===== src/rtl/press_event_arbiter.sv =====
// press_event_arbiter
//
// Turns N asynchronous button/switch levels into rising-edge press events and
// hands them one at a time to a single downstream consumer over a
// valid/ready handshake. Each channel has its own two-flop synchroniser,
// rising-edge detector and saturating pending-press counter. A round-robin
// arbiter picks the next channel to serve, starting just after the last one
// granted.
//
// Ports
//   clk        system clock, all state updates on the rising edge
//   rst        asynchronous active-high reset
//   signal     raw asynchronous input levels, bit i = channel i
//   evt_ready  consumer accepts the currently held event this cycle
//   ovf_clr    synchronous clear of all overflow flags
//   evt_valid  event register holds an undelivered event
//   evt_id     channel index of the held event
//   ovf        sticky per-channel flag: a press was lost to saturation
//   busy       any press still queued or an event still held

module press_event_arbiter #(
  parameter int N      = 4,
  parameter int PEND_W = 3,
  localparam int ID_W  = (N > 1) ? $clog2(N) : 1
) (
  input  logic            clk,
  input  logic            rst,
  input  logic [N-1:0]    signal,
  input  logic            evt_ready,
  input  logic            ovf_clr,
  output logic            evt_valid,
  output logic [ID_W-1:0] evt_id,
  output logic [N-1:0]    ovf,
  output logic            busy
);

  localparam logic [PEND_W-1:0] PEND_MAX = '1;

  logic [N-1:0]      sync1;
  logic [N-1:0]      sync2;
  logic [N-1:0]      prev;
  logic [N-1:0]      edge_det;
  logic [N-1:0]      pend_nz;
  logic [N-1:0]      grant;
  logic [PEND_W-1:0] pend [N];
  logic [ID_W-1:0]   last_grant;
  logic [ID_W-1:0]   winner;
  logic              found;
  logic              load;

  assign edge_det = sync2 & ~prev;

  // The output register can take a new event when it is empty or its
  // current event is being accepted on this same edge (no bubble).
  assign load = ~evt_valid | evt_ready;

  assign busy = (|pend_nz) | evt_valid;

  always_comb begin
    pend_nz = '0;
    for (int i = 0; i < N; i++) begin
      pend_nz[i] = |pend[i];
    end
  end

  // Round-robin search: begin one past the last granted channel and wrap,
  // so a waiting channel is served within N accepted events.
  always_comb begin
    logic [ID_W-1:0] idx;
    found  = 1'b0;
    winner = last_grant;
    idx    = '0;
    for (int k = 1; k <= N; k++) begin
      idx = ID_W'((int'(last_grant) + k) % N);
      if (!found && pend_nz[idx]) begin
        found  = 1'b1;
        winner = idx;
      end
    end
  end

  always_comb begin
    grant = '0;
    if (load && found) begin
      grant[winner] = 1'b1;
    end
  end

  // Two-flop synchroniser plus a history flop for edge detection. All start
  // at 0, so an input already high when reset releases never counts.
  always_ff @(posedge clk or posedge rst) begin
    if (rst) begin
      sync1 <= '0;
      sync2 <= '0;
      prev  <= '0;
    end else begin
      sync1 <= signal;
      sync2 <= sync1;
      prev  <= sync2;
    end
  end

  // Pending counters saturate at their maximum; a press arriving while full
  // is dropped and flagged. A press and a grant on the same channel in the
  // same cycle cancel out. A new overflow beats a simultaneous clear.
  always_ff @(posedge clk or posedge rst) begin
    if (rst) begin
      for (int i = 0; i < N; i++) begin
        pend[i] <= '0;
      end
      ovf <= '0;
    end else begin
      for (int i = 0; i < N; i++) begin
        if (edge_det[i] && !grant[i]) begin
          if (pend[i] != PEND_MAX) begin
            pend[i] <= pend[i] + 1'b1;
          end
        end else if (!edge_det[i] && grant[i]) begin
          pend[i] <= pend[i] - 1'b1;
        end

        if (edge_det[i] && !grant[i] && (pend[i] == PEND_MAX)) begin
          ovf[i] <= 1'b1;
        end else if (ovf_clr) begin
          ovf[i] <= 1'b0;
        end
      end
    end
  end

  // Output event register. While the consumer stalls, the held event and
  // the round-robin pointer stay frozen. evt_id keeps its last value when
  // the register empties.
  always_ff @(posedge clk or posedge rst) begin
    if (rst) begin
      evt_valid  <= 1'b0;
      evt_id     <= '0;
      last_grant <= ID_W'(N - 1);
    end else if (load) begin
      if (found) begin
        evt_valid  <= 1'b1;
        evt_id     <= winner;
        last_grant <= winner;
      end else begin
        evt_valid  <= 1'b0;
      end
    end
  end

endmodule


===== config.mk =====
export PLATFORM = sky130hd
export DESIGN_NAME = press_event_arbiter
export DESIGN_NICKNAME = d
export VERILOG_FILES = /design/src/rtl/press_event_arbiter.sv
export SDC_FILE = /design/constraint.sdc
export NUM_CORES = 1
export LEC_CHECK = 0
export CORE_UTILIZATION = 56
export CTS_BUF_LIST = sky130_fd_sc_hd__clkbuf_16
export CTS_CLUSTER_SIZE = 20
export DETAILED_ROUTE_END_ITERATION = 10
export PLACE_DENSITY = 0.78
export SLEW_MARGIN = 40
export SYNTH_ARGS = -nofsm -noshare
export SYNTH_HDL_FRONTEND = slang
export SYNTH_SLANG_ARGS = --single-unit

===== constraint.sdc =====
create_clock -name clk -period 9.1 [get_ports clk]
set_input_delay 2.73 -clock clk [delete_from_list [all_inputs] [get_ports clk]]
set_output_delay 2.73 -clock clk [all_outputs]
set_load 0.05 [all_outputs]

==> impl_metrics.py, run 1 <==
metrics = {
    "run_status": {
        "status": "completed",
    },
    "synthesis": {
        "synth_xor_area_share_pct": 0.495,
        "synthAdderAreaFrac_pct": 4.53,
        "synthCells": 176,
        "yosys.cell_types.count": 49,
        "yosys.area_share.simple_pct": 21.6,
        "synth_warnings": 0,
        "synthFlopType": "dfrtp_1",
        "synth_edf_count": 0,
        "yosys.area.top_type": "dfrtp_1",
        "syn_area_per_cell_um2": 10.1,
        "synth_seq_cells": 33,
        "synth_fp_nets": 188,
        "synth_top_cell_area_share_pct": 43.8,
        "synth.top_cells.by_area": "dfrtp_1, fa_1, nand2_1",
        "synthMuxAreaShare_pct": 2.26,
        "synth_top_family_by_area": "simple AND/OR/NAND/NOR gates",
        "syn-cell-area_um2": 1770,
        "synth_compound_area_share_pct": 19.5,
        "synth_async_sr_flop_share_pct": 100,
        "yosysSeqAreaShare_pct": 46.8,
    },
    "die": {
        "ios": 16,
        "start_util_pct": 58.4,
        "dieArea_um2": 3390,
        "die_w_um": 58.2,
        "coreArea_um2": 3030,
        "die_h_um": 58.2,
        "rows": 20,
    },
    "clock_tree": {
        "clkSinkCount": 33,
        "htreeDepth": 2,
        "cts-root-buf": "clkbuf_16",
        "ctsResizeCount": 0,
        "cts_buffers": 5,
        "cts_tree": "done",
        "clkSlewWorstSetupHoldPaths_ns": 0.05,
        "insertion_delay_ns": 0.28,
        "cts_setup_buffers": 0,
        "cts_hold_buffers": 0,
        "clockBufferDepth": 2,
    },
    "global_routing": {
        "grt_overflow_total": 0,
        "groute.usage.overall_pct": 24.9,
        "grt_pass1_wl_um": 6150,
        "antenna_found_initial": 0,
        "grt_max_degree": 34,
        "grt_pass1_vias": 1328,
    },
    "sta": {
        "fin_worst_skew_ns": 0.00896,
        "hold-worst-slack_ns": 0.345,
        "relSlewSlack_pct": 48.4,
        "fmax_ghz": 0.185,
        "rsz0062_at_grt": "no",
        "fin_crit_sh_pct": 59.3,
        "fin_ws_ns": 3.70,
        "min_period_ns": 5.40,
        "tns_ns": 0,
        "worstMarginPinSlew_ns": 0.770,
        "slew_viol_final": 0,
        "finalSetupViolations": 0,
        "finalHoldViolCount": 0,
    },
    "critical_path": {
        "crit_arrival_ns": 5.53,
        "cpPeakStageDelay_ns": 0.60,
        "worstPathRequired_ns": 9.23,
        "cp_num_buf_inv": 1,
        "crit_chain": "clkdlybuf4s50_1, nor2b_1, a41oi_2, or4b_4, nand2b_1, nand2_1, fa_1, nor3b_1, a211oi_1, a31oi_1",
        "start_kind": "input port",
        "cpMaxStageDelayCell": "or4b_4",
        "path_max_fanout": 11,
        "crit_path_end_kind": "flip-flop",
        "criticalPathCategory": "input port to flip-flop",
        "cp_top_family": "simple AND/OR/NAND/NOR gates",
    },
    "routing": {
        "drt-initial-drc-count": 70,
        "drc": 0,
        "wl_per_cell_um": 15.2,
        "vias": 1366,
        "antenna_left": 0,
        "wl_um": 3570,
        "via_per_inst": 5.81,
        "first_pass_iters": 4,
    },
    "layout": {
        "syn_to_final_growth_pct": 17.0,
        "finalNetCount": 202,
        "n_antenna_cell": 0,
        "fin_cells": 235,
        "fin_util_pct": 68.3,
        "drive_above_1_share_pct": 10.5,
    },
    "min_path": {
        "hold_class": "flip-flop to flip-flop",
    },
    "placement": {
        "preCtsSetupSlack_ns": 3.42,
        "hpwl_um": 2530,
        "dp.cells": 227,
        "port_buffers": 15,
        "globalplace.congestion": 0.869,
    },
    "job": {
        "maxCapViolCount": 0,
    },
    "power": {
        "p_per_area_nw_per_um2": 359,
        "peakVddDrop_mv": 0.205,
        "p_leak_uw": 0.000844,
    },
}
-- cell usage after synthesis, types with 2 or more instances --
master	count
or3_4	2
nor4_1	4
clkbuf_2	2
nand3_1	4
a21oi_1	11
nor3_1	6
o31ai_1	3
buf_6	2
dfstp_2	2
o21ai_1	2
a221oi_1	2
clkbuf_1	3
o21ai_0	4
mux2i_1	4
o21a_1	5
a21o_1	2
o22ai_1	6
fa_1	4
nand2_1	21
nor2_1	8
dfrtp_1	31
buf_2	2
o31a_1	2
inv_1	8
nor2b_1	6
a31oi_1	3
nand2b_1	5
-- logic make-up after synthesis --
logic type / Yosys count
DFF: 33
adders and majority gates: 4
muxes: 4
and+or+nand+nor: 68
buffers and inverters: 17
xor gates and xnor gates: 1
AOI/OAI and AO/OA: 49
-- cell usage in the layout, fill, tap and decap left out, drive strengths merged, types with 3 or more instances in the layout --
cell           netlist  final
a21oi               11     11
a31oi                3      3
clkbuf               5      5
clkdlybuf4s50        0     15
dfrtp               31     31
fa                   4      4
inv                  8     10
mux2i                4      4
nand2               21     21
nand2b               5      5
nand3                4      4
nor2                 8      8
nor2b                6      6
nor3                 7      7
nor4                 4      4
o21a                 5      5
o21ai                6      6
o22ai                7      7
o31a                 3      3
o31ai                3      3
or3                  3      3
-- worst reg2reg max path, stage by stage (launching register included) --
cell      delay (ns)
dfrtp_1         0.48
or4b_2          0.71
a21oi_1         0.26
or4b_4          0.26
nand2b_1        0.27
nand2_1         0.13
fa_1            0.42
nor4_1          0.37
nand2b_1        0.15
o22ai_1         0.08
-- through the flow --
step	area [um^2]	power, uW
after global placement	1930	561
after detailed placement	1930	587
after CTS	2070	746
after floorplan	1770	520
after global routing	2070	799
final	2070	744
-- registers in the layout, indices dropped and copies added, names as in the netlist --
register	flops
evt_id	2
pend	12
last_grant	2
sync2	4
sync1	4
evt_valid	1
ovf	4
prev	4
-- cell type report --
class	count	area (um^2)
Clock buffer	5	125
Timing Repair Buffer	16	158
Tap cell	44	55.1
Fill cell	246	958
Multi-Input combinational cell	126	862
Sequential cell	33	828
Inverter	8	30.0
Clock inverter	3	11.3
-- path summary, 6_finish.rpt --
path,from,endpoint,slack (ns),depth (start not counted)
setup / recovery,evt_ready,pend[10]$_DFFE_PP0P_,3.70,10
hold / removal,sync1[0]$_DFF_PP0_,sync2[0]$_DFF_PP0_,0.34,0
hold reg to reg,sync1[0]$_DFF_PP0_,sync2[0]$_DFF_PP0_,0.34,0
setup reg to reg,pend[3]$_DFFE_PP0P_,pend[11]$_DFFE_PP0P_,5.84,9
min in group asynchronous,rst,evt_id[0]$_DFFE_PP0N_,2.84,3
max in group asynchronous,rst,last_grant[1]$_DFFE_PP1N_,5.93,3
-- report_power, final --
part           leakage, uW  internal (uW)  switching (uW)
clock network    0.0000738           98.0            57.1
logic             0.000386            137             182
registers         0.000385            193            76.1
total             0.000844            429             315
-- routing by layer --
metal	part of all wire (%)	up-vias	routed length (um)	track usage (%)
met4	2.4	0	85	11.6
met5	0	-	0	0
li1	-	663	-	-
met2	49	32	1750	38.6
met3	4.3	8	154	8.04
met1	44	663	1580	32.0
Note: power is estimated with default switching activity, not from simulation.
==> run 2: changes to the inputs <==
Clock period 9.1 ns to 5.32 ns, I/O delays scaled along.
==> results of run 2 <==
Same layout as run 1 (identical final DEF). Status: completed.
Main changes from that run: setup slack after placement 3.42 ns -> 0.770 ns; setup slack after layout 3.70 ns -> 1.05 ns; register-to-register setup slack 5.84 ns -> 2.06 ns; total power 744 uW -> 1270 uW; worst IR drop on VDD 0.205 mV -> 0.351 mV
==> run 3: changes to the inputs <==
Clock period 5.32 ns to 4.4 ns, I/O delays scaled along.
==> run 3 against run 2 <==
  * Count of clock-buffer cells in the layout unchanged
  * Clock skew is 0.0054 ns lower
  * Sequential share of layout area shrank 0.36 points
  * Largest cell class unchanged
==> impl_metrics.py, run 3 (synthesis gave the netlist of run 1 again) <==
metrics = {
    "power": {
        "p_per_area_nw_per_um2": 746,
        "p_sw_share_pct": 42.1,
        "p_switching_uw": 656,
        "clkPwrFrac_pct": 20.7,
        "internal_power_uw": 902,
        "p_leak_uw": 0.000850,
        "combPwrFrac_pct": 43.6,
        "p_seq_share_pct": 35.8,
        "peakVddDrop_mv": 0.463,
    },
    "clock_tree": {
        "clkSlewWorstSetupHoldPaths_ns": 0.05,
        "cts_tree": "done",
        "htreeDepth": 2,
        "cts_hold_buffers": 0,
        "clockBufferDepth": 2,
        "ctsResizeCount": 0,
        "insertion_delay_ns": 0.27,
        "cts-root-buf": "clkbuf_16",
        "cts_setup_buffers": 0,
        "clkSinkCount": 33,
        "cts_buffers": 5,
    },
    "run_status": {
        "status": "completed",
    },
    "global_routing": {
        "antenna_found_initial": 0,
        "grt_overflow_total": 0,
        "grt_max_degree": 25,
        "groute.usage.overall_pct": 23.9,
        "grt_pass1_vias": 1396,
        "grt_pass1_wl_um": 6060,
    },
    "die": {
        "dieArea_um2": 3390,
        "start_util_pct": 58.4,
        "ios": 16,
        "die_h_um": 58.2,
        "coreArea_um2": 3030,
        "rows": 20,
        "die_w_um": 58.2,
    },
    "placement": {
        "globalplace.congestion": 0.835,
        "post_dp_cell_area_um2": 1950,
        "preCtsSetupSlack_ns": 0.455,
        "hpwl_um": 2500,
        "port_buffers": 15,
    },
    "sta": {
        "fin_worst_skew_ns": 0.00356,
        "fin_ws_ns": 0.496,
        "rsz0062_at_grt": "no",
        "fin_crit_sh_pct": 88.7,
        "fmax_ghz": 0.256,
        "worstMarginPinSlew_ns": 0.660,
        "slew_viol_final": 0,
        "relSlewSlack_pct": 55.6,
        "finalSetupViolations": 0,
        "min_period_ns": 3.90,
        "finalHoldViolCount": 0,
        "tns_ns": 0,
        "hold-worst-slack_ns": 0.352,
    },
    "critical_path": {
        "criticalPathCategory": "flip-flop to output pin",
        "worstPathRequired_ns": 3.08,
        "timing.rr.end": "pend[11]$_DFFE_PP0P_",
        "crit_chain": "or3_1, or4_2, clkdlybuf4s50_1",
        "ff2ff_setup_slack_ns": 1.19,
        "start_kind": "flip-flop",
        "cpMaxStageDelayCell": "clkdlybuf4s50_1",
        "crit_arrival_ns": 2.58,
        "r2r_cells": 9,
        "cpPeakStageDelay_ns": 0.72,
        "cp-startpoint": "pend[10]$_DFFE_PP0P_",
        "crit_end": "busy",
        "rr_startpoint": "pend[3]$_DFFE_PP0P_",
        "path_max_fanout": 8,
        "crit_path_end_kind": "output pin",
    },
    "layout": {
        "syn_to_final_growth_pct": 18.0,
        "final_common_cell": "dfrtp_1",
        "fin_area_um2": 2090,
        "top_register": "pend",
        "layout_common_cells": "dfrtp_1, nand2_1, clkdlybuf4s50_1",
        "finalNetCount": 205,
        "n_antenna_cell": 0,
        "nFillCells": 246,
        "multi_input_area_um2": 857,
        "fin_util_pct": 69.0,
        "largest_reg_flops": 12,
        "register_area_um2": 828,
        "drive_above_1_share_pct": 12.4,
    },
    "routing": {
        "via_per_inst": 6.02,
        "wl_um": 3520,
        "wl_per_cell_um": 14.8,
        "first_pass_iters": 4,
        "drc": 0,
        "vias": 1433,
        "antenna_left": 0,
        "drt-initial-drc-count": 46,
    },
    "min_path": {
        "hold_start": "sync1[0]$_DFF_PP0_",
        "hold_class": "flip-flop to flip-flop",
    },
    "job": {
        "maxCapViolCount": 0,
    },
}
-- run 3: power by group through the flow --
stage / clock (uW) / combinational (uW) / sequential (uW)
floorplan: 0 / 523 / 553
global route: 341 / 751 / 577
finish: 322 / 679 / 558
CTS: 328 / 675 / 555
detailed placement: 0 / 672 / 556
global placement: 0 / 632 / 547
-- run 3: worst min path at each step --
stage | to | slack, ns | depth (start not counted)
2_1_floorplan | sync2[0]$_DFF_PP0_ | 0.33 | 0
3_3_place_gp | sync2[0]$_DFF_PP0_ | 0.33 | 0
3_5_place_dp | sync2[3]$_DFF_PP0_ | 0.34 | 0
4_1_cts | sync2[3]$_DFF_PP0_ | 0.35 | 0
5_1_grt | sync2[3]$_DFF_PP0_ | 0.35 | 0
6_report | sync2[0]$_DFF_PP0_ | 0.35 | 0
-- run 3: area by class of cell --
type,count,area share (%)
multi-input combinational,126,41.0
sequential,33,39.7
timing repair buffer,19,8.63
clock buffer,5,5.99
tap,44,2.64
inverter,8,1.44
clock inverter,3,0.599
-- run 3: stage by stage --
step,total power (uW),cells
6_report,1560,238
4_1_cts,1560,238
5_1_grt,1670,238
3_5_place_dp,1230,230
2_1_floorplan,1080,176
3_3_place_gp,1180,230
-- run 3: layer usage --
metal	part of all wire, %	vias up	track usage (%)
met5	0	-	0
met4	2.0	0	8.84
met3	4.6	11	6.25
met2	49	50	39.6
met1	45	698	30.4
li1	-	674	-
-- run 3: critical path: cells and delay by family, from the launching register on --
| kind | cells | cell delay (ns) |
|---|---|---|
| buffers and inverters | 1 | 0.72 |
| flip-flops | 1 | 0.47 |
| AND/OR/NAND/NOR | 2 | 1.12 |
